--- src/rtl/freq_meter.sv ---
// freq_meter: measures the period and active-level duration of a periodic input in Clk cycles.
//
// One measurement is reported per input period with a single-cycle Valid strobe. If no active
// edge arrives for TIMEOUT cycles the sticky Timeout flag is raised and the block re-arms on
// the next active edge. All state changes on the falling edge of Clk; Rst_n is synchronous.
//
// Build option:
//   FREQ_METER_SYNC_EN  defined   -> two-flop synchronizer on Sig (3-cycle latency)
//                       undefined -> single input register (2-cycle latency), for Sig on Clk
//
// Parameters:
//   CNT_SIZE   width of the period/high-time counters and outputs
//   TIMEOUT    cycles without an active edge before Timeout (must be < 2**CNT_SIZE)
//   POLARITY   active level of Sig; the active edge is the transition to this level
//
// Ports:
//   Clk        clock, logic updates on the falling edge
//   Rst_n      synchronous active-low reset
//   Sig        signal under measurement
//   Period     last measured period in cycles
//   High_time  last measured active-level duration in cycles
//   Valid      one-cycle strobe when Period/High_time update
//   Timeout    sticky no-signal flag, cleared by the next measurement

module freq_meter #(
  parameter int unsigned CNT_SIZE = 16,
  parameter int unsigned TIMEOUT  = 50000,
  parameter bit          POLARITY = 1'b1
) (
  input  logic                Clk,
  input  logic                Rst_n,
  input  logic                Sig,
  output logic [CNT_SIZE-1:0] Period,
  output logic [CNT_SIZE-1:0] High_time,
  output logic                Valid,
  output logic                Timeout
);

  localparam logic                IdleLevel  = ~POLARITY;
  localparam logic [CNT_SIZE-1:0] CntOne     = CNT_SIZE'(1);
  localparam logic [CNT_SIZE-1:0] CntMax     = '1;
  localparam logic [CNT_SIZE-1:0] TimeoutVal = CNT_SIZE'(TIMEOUT);

  typedef enum logic {
    StWaitEdge,
    StMeasure
  } state_e;

  state_e state_q, state_d;

  logic                s_q;       // conditioned copy of Sig
  logic                s_d_q;     // s_q delayed by one cycle
  logic                edge_det;
  logic                s_active;

  logic [CNT_SIZE-1:0] p_cnt_q, p_cnt_d;
  logic [CNT_SIZE-1:0] h_cnt_q, h_cnt_d;
  logic [CNT_SIZE-1:0] period_q, period_d;
  logic [CNT_SIZE-1:0] high_q, high_d;
  logic                valid_q, valid_d;
  logic                timeout_q, timeout_d;

  function automatic logic [CNT_SIZE-1:0] sat_inc(input logic [CNT_SIZE-1:0] v);
    return (v == CntMax) ? v : v + CntOne;
  endfunction

  // ---------------------------------------------------------------------------
  // Input conditioning. Reset values sit at the idle level so that leaving
  // reset never fabricates an edge unless Sig really is at the active level.
  // ---------------------------------------------------------------------------
`ifdef FREQ_METER_SYNC_EN
  logic sync_q;

  always_ff @(negedge Clk) begin
    if (!Rst_n) begin
      sync_q <= IdleLevel;
      s_q    <= IdleLevel;
    end else begin
      sync_q <= Sig;
      s_q    <= sync_q;
    end
  end
`else
  always_ff @(negedge Clk) begin
    if (!Rst_n) begin
      s_q <= IdleLevel;
    end else begin
      s_q <= Sig;
    end
  end
`endif

  always_ff @(negedge Clk) begin
    if (!Rst_n) begin
      s_d_q <= IdleLevel;
    end else begin
      s_d_q <= s_q;
    end
  end

  assign s_active = (s_q == POLARITY);
  assign edge_det = s_active && (s_d_q != POLARITY);

  // ---------------------------------------------------------------------------
  // FSM state register
  // ---------------------------------------------------------------------------
  always_ff @(negedge Clk) begin
    if (!Rst_n) begin
      state_q <= StWaitEdge;
    end else begin
      state_q <= state_d;
    end
  end

  // ---------------------------------------------------------------------------
  // Next-state and datapath logic
  // ---------------------------------------------------------------------------
  always_comb begin
    state_d   = state_q;
    p_cnt_d   = p_cnt_q;
    h_cnt_d   = h_cnt_q;
    period_d  = period_q;
    high_d    = high_q;
    valid_d   = 1'b0;
    timeout_d = timeout_q;

    unique case (state_q)
      StWaitEdge: begin
        p_cnt_d = '0;
        h_cnt_d = '0;
        // The arming edge starts a measurement but reports nothing.
        if (edge_det) begin
          p_cnt_d = CntOne;
          h_cnt_d = CntOne;
          state_d = StMeasure;
        end
      end

      StMeasure: begin
        if (edge_det) begin
          // Edge takes priority over a coinciding timeout, so a period of
          // exactly TIMEOUT cycles is still measured.
          period_d  = p_cnt_q;
          high_d    = h_cnt_q;
          valid_d   = 1'b1;
          timeout_d = 1'b0;
          p_cnt_d   = CntOne;
          h_cnt_d   = CntOne;
        end else if (p_cnt_q == TimeoutVal) begin
          // Partial counts are dropped; the last reported values stay visible.
          timeout_d = 1'b1;
          p_cnt_d   = '0;
          h_cnt_d   = '0;
          state_d   = StWaitEdge;
        end else begin
          p_cnt_d = sat_inc(p_cnt_q);
          if (s_active) begin
            h_cnt_d = sat_inc(h_cnt_q);
          end
        end
      end

      default: begin
        state_d = StWaitEdge;
      end
    endcase
  end

  always_ff @(negedge Clk) begin
    if (!Rst_n) begin
      p_cnt_q   <= '0;
      h_cnt_q   <= '0;
      period_q  <= '0;
      high_q    <= '0;
      valid_q   <= 1'b0;
      timeout_q <= 1'b0;
    end else begin
      p_cnt_q   <= p_cnt_d;
      h_cnt_q   <= h_cnt_d;
      period_q  <= period_d;
      high_q    <= high_d;
      valid_q   <= valid_d;
      timeout_q <= timeout_d;
    end
  end

  assign Period    = period_q;
  assign High_time = high_q;
  assign Valid     = valid_q;
  assign Timeout   = timeout_q;

endmodule

--- config.mk ---
export PLATFORM = sky130hd
export DESIGN_NAME = freq_meter
export DESIGN_NICKNAME = d
export VERILOG_FILES = /design/src/rtl/freq_meter.sv
export SDC_FILE = /design/constraint.sdc
export NUM_CORES = 1
export LEC_CHECK = 0
export ABC_AREA = 0
export CORE_MARGIN = 2
export CORE_UTILIZATION = 45
export CTS_CLUSTER_SIZE = 10
export DETAILED_ROUTE_END_ITERATION = 8
export GPL_TIMING_DRIVEN = 0
export PLACE_DENSITY = 0.67
export SLEW_MARGIN = 10
export SYNTH_ARGS = -nofsm -noshare
export SYNTH_HDL_FRONTEND = slang
export SYNTH_SLANG_ARGS = --single-unit
export TNS_END_PERCENT = 30
--- constraint.sdc ---
create_clock -name Clk -period 3.9 [get_ports Clk]
set_input_delay 0.78 -clock Clk [delete_from_list [all_inputs] [get_ports Clk]]
set_output_delay 0.78 -clock Clk [all_outputs]
set_load 0.02 [all_outputs]
==> out/results.txt <==
Clk sinks: 69
Top_reg_cell synth: dfxtp_1
Tightest Pin Transition: 0.888 ns
Hold_sp: High_time[9]
Seq pwr share: 46.0%
CP delay by family, top: flip-flops
Post-synthesis async set-or-reset flop share: 0%
Required @ worst endpoint: 3.12 ns
Vias in the first global route: 2612
Largest net degree at the start of global routing: 11
CP Class: flip-flop to output port
Detailed placement HPWL: 4.22 mm
Inserted Clock Buffers: 9
FF-to-FF path depth: 7
# nets final: 410
Crit-path max cell delay: 0.34 ns
Non-filler cells in the finished layout: 483
Die area: 6830 um2
CTS tree: done
Mapped Cells: 288
Clk_lat worst skew: 0.39 ns
Reg area: 1380 um2
Initial antenna violation count: 0
Max_slew headroom: 40.2%
Multi-input gate area: 1300 um2
GRT Overall Usage: 21.1%
Hold/Removal Path Class: flip-flop to flip-flop
Area Growth Syn to Fin: 31.6%
CP Max Fanout: 2
WHS Endpoint: High_time[9]
Critical path launch point type: flip-flop
Sw Share: 29.4%
First-pass GRT wire length: 11.2 mm
Vias per Instance: 5.50
Status: completed
Detailed router's first-iteration violation count: 215
Max-cap viol count: 0
Diode count: 0
Placed insts: 399
Worst Skew: 0.0175 ns
Mapped Nets: 294
Cell internal pwr: 1100 uW
Max VDD drop: 225 uV
H-tree depth: 3
Unrepaired setup endpoints after global routing: false
Final Instance Area: 3660 um2
Die height: 82.7 um
Placer congestion estimate: 0.798
Clock power share: 51.8%
Setup crit end kind: output port
Static leakage: 0.00168 uW
Routed Antenna Nets: 0
Post-synthesis register bit count: 69
Synthesis warning total: 0
Crit-path slowest cell: dfxtp_1
Routed len/inst: 13.6 um
DRC: 0
Psw: 459 uW
Clock-pin slew on the worst setup and hold paths: 0.04 ns
Post-synthesis sequential area ratio: 49.6%
RR Endpoint: p_cnt_q[1]
CP Cell Sequence: dlygate4sd2_1
Comb pwr share: 2.1%
Rows: 28
Initial Utilization: 46.7%
Max clock buf depth: 2
Crit path DAT: 3.01 ns
Cts hold-fix bufs: 0
Hold-critical path depth: 1
Die Width: 82.7 um
Finished Core Util: 61.5%
Share of layout cells above drive strength 1: 8.09%
Area after DPL: 3240 um2
DRT Wirelength: 6.57 mm
Synth cell types: 42
Total core area: 5960 um2
Finish-stage setup viols: 0
Syn_area_per_cell: 9.67 um2
PortBufs: 36
Crit path buf inv count: 1
Num ports: 37
Hold Violations, Final: 0
Overall power: 1560 uW
EDFF count, synth: 0
Final Max Tran Viols: 0
Post-Syn Area: 2780 um2
RR Startpoint: p_cnt_q[1]
Clk root buf: clkbuf_8
Grt ovf: 0
DR vias: 2655
TritonRoute pass-1 iters: 6
Reg2Reg Setup Slack: 1.59 ns
P per Cell Area: 426 nW/um2
Filler instances: 564
cells by family (layout without fill, tap and decap cells):
group	count (synthesis)	after routing	share of synthesized area (%)
AO/OA/AOI/OAI	93	93	23.1
AND/OR/NAND/NOR	91	91	20.7
flip-flops	69	69	49.6
buffers and inverters	30	150	4.54
adder cells (fa/ha/maj)	3	3	1.35
XOR/XNOR	1	1	0.315
multiplexers	1	1	0.360
registers in the layout, summed over array words and instances, names as in the netlist:
register and cells:
High_time 16, Timeout 1, h_cnt_q 16, Valid 1, p_cnt_q 16, Period 16
s_active 1, s_d_q 1, state_q 1
worst max-delay path by stage:
stage             startpoint            end  slack [ns]  cells past startpoint
2_1_floorplan          Rst_n   High_time[3]        0.22                      4
3_3_place_gp           Rst_n   High_time[3]       -1.02                      5
3_5_place_dp           Rst_n  High_time[10]        -1.0                      5
4_1_cts        High_time[14]  High_time[14]         0.1                      1
5_1_grt        High_time[14]  High_time[14]        0.05                      1
6_report       High_time[14]  High_time[14]        0.11                      1
layout make-up:
| cell class | instances | area share, % |
|---|---|---|
| sequential | 69 | 37.7 |
| multi-input combinational | 189 | 35.5 |
| timing repair buffer | 37 | 8.85 |
| clock inverter | 75 | 8.47 |
| clock buffer | 9 | 3.38 |
| tap | 75 | 2.56 |
| buffer | 17 | 2.32 |
| inverter | 12 | 1.23 |
cell usage in the layout (no fill, tap or decap), types with 4 or more instances in the layout:
cell type	instances
or4_1	11
o21ai_0	10
a21oi_1	28
dlygate4sd2_1	35
inv_1	85
nor2_1	6
nand3_1	11
nand4_1	7
clkbuf_1	8
a22o_1	31
or3_1	13
clkbuf_2	4
dfxtp_1	69
clkbuf_8	9
o31ai_1	15
nand2_1	10
buf_4	4
synth_stat cells, drive strengths merged (2+ instances only):
master	number	area [um2]
nand3b	2	15.0
inv	13	48.8
and3	3	18.8
nand2	10	37.5
nor4b	2	17.5
a211oi	2	15.0
clkbuf	13	50.0
o21ai	10	50.1
nor2	6	22.5
nor3	4	20.0
a22o	32	282
nor2b	2	12.5
or3	15	96.3
a31oi	2	12.5
nand3	11	55.1
and4	3	26.3
nand4	10	81.3
or4	11	82.6
nor4	4	31.3
and2	2	12.5
buf	4	27.5
a21oi	28	140
or2	3	18.8
ha	3	37.5
dfxtp	69	1380
o31ai	15	113
per-stage QoR:
| stage | hold slack (ns) | setup slack, ns | TNS [ns] |
|---|---|---|---|
| detailed placement | 0.458 | -1.00 | -39.34 |
| global placement | 0.454 | -1.02 | -38.78 |
| CTS | 0.463 | 0.0959 | 0 |
| floorplan | 0.472 | 0.218 | 0 |
| global route | 0.479 | 0.0472 | 0 |
| finish | 0.460 | 0.110 | 0 |
what timing repair did:
item / 4_1_cts / 5_1_grt
hold endpoints to repair: 0 / 0
gates resized for setup: 44 / 0
endpoints found under the setup margin: 68 / 0
setup buffers: 1 / 0
power groups by stage:
stage          clock network (uW)  logic [uW]  registers (uW)
2_1_floorplan                 109        20.7             727
3_3_place_gp                  109        30.9             728
3_5_place_dp                  109        31.4             728
4_1_cts                       839        33.5             718
5_1_grt                       938        37.4             717
6_report                      809        33.5             719
per-layer routing:
| layer | share of wire, % | track usage, % | up-vias |
|---|---|---|---|
| met3 | 5.3 | 8.91 | 4 |
| met4 | 0.44 | 11.3 | 0 |
| met5 | 0 | 0 | - |
| met1 | 52 | 27.3 | 1248 |
| met2 | 43 | 29.7 | 67 |
| li1 | - | - | 1336 |
Note: power is estimated with default switching activity, not from simulation.
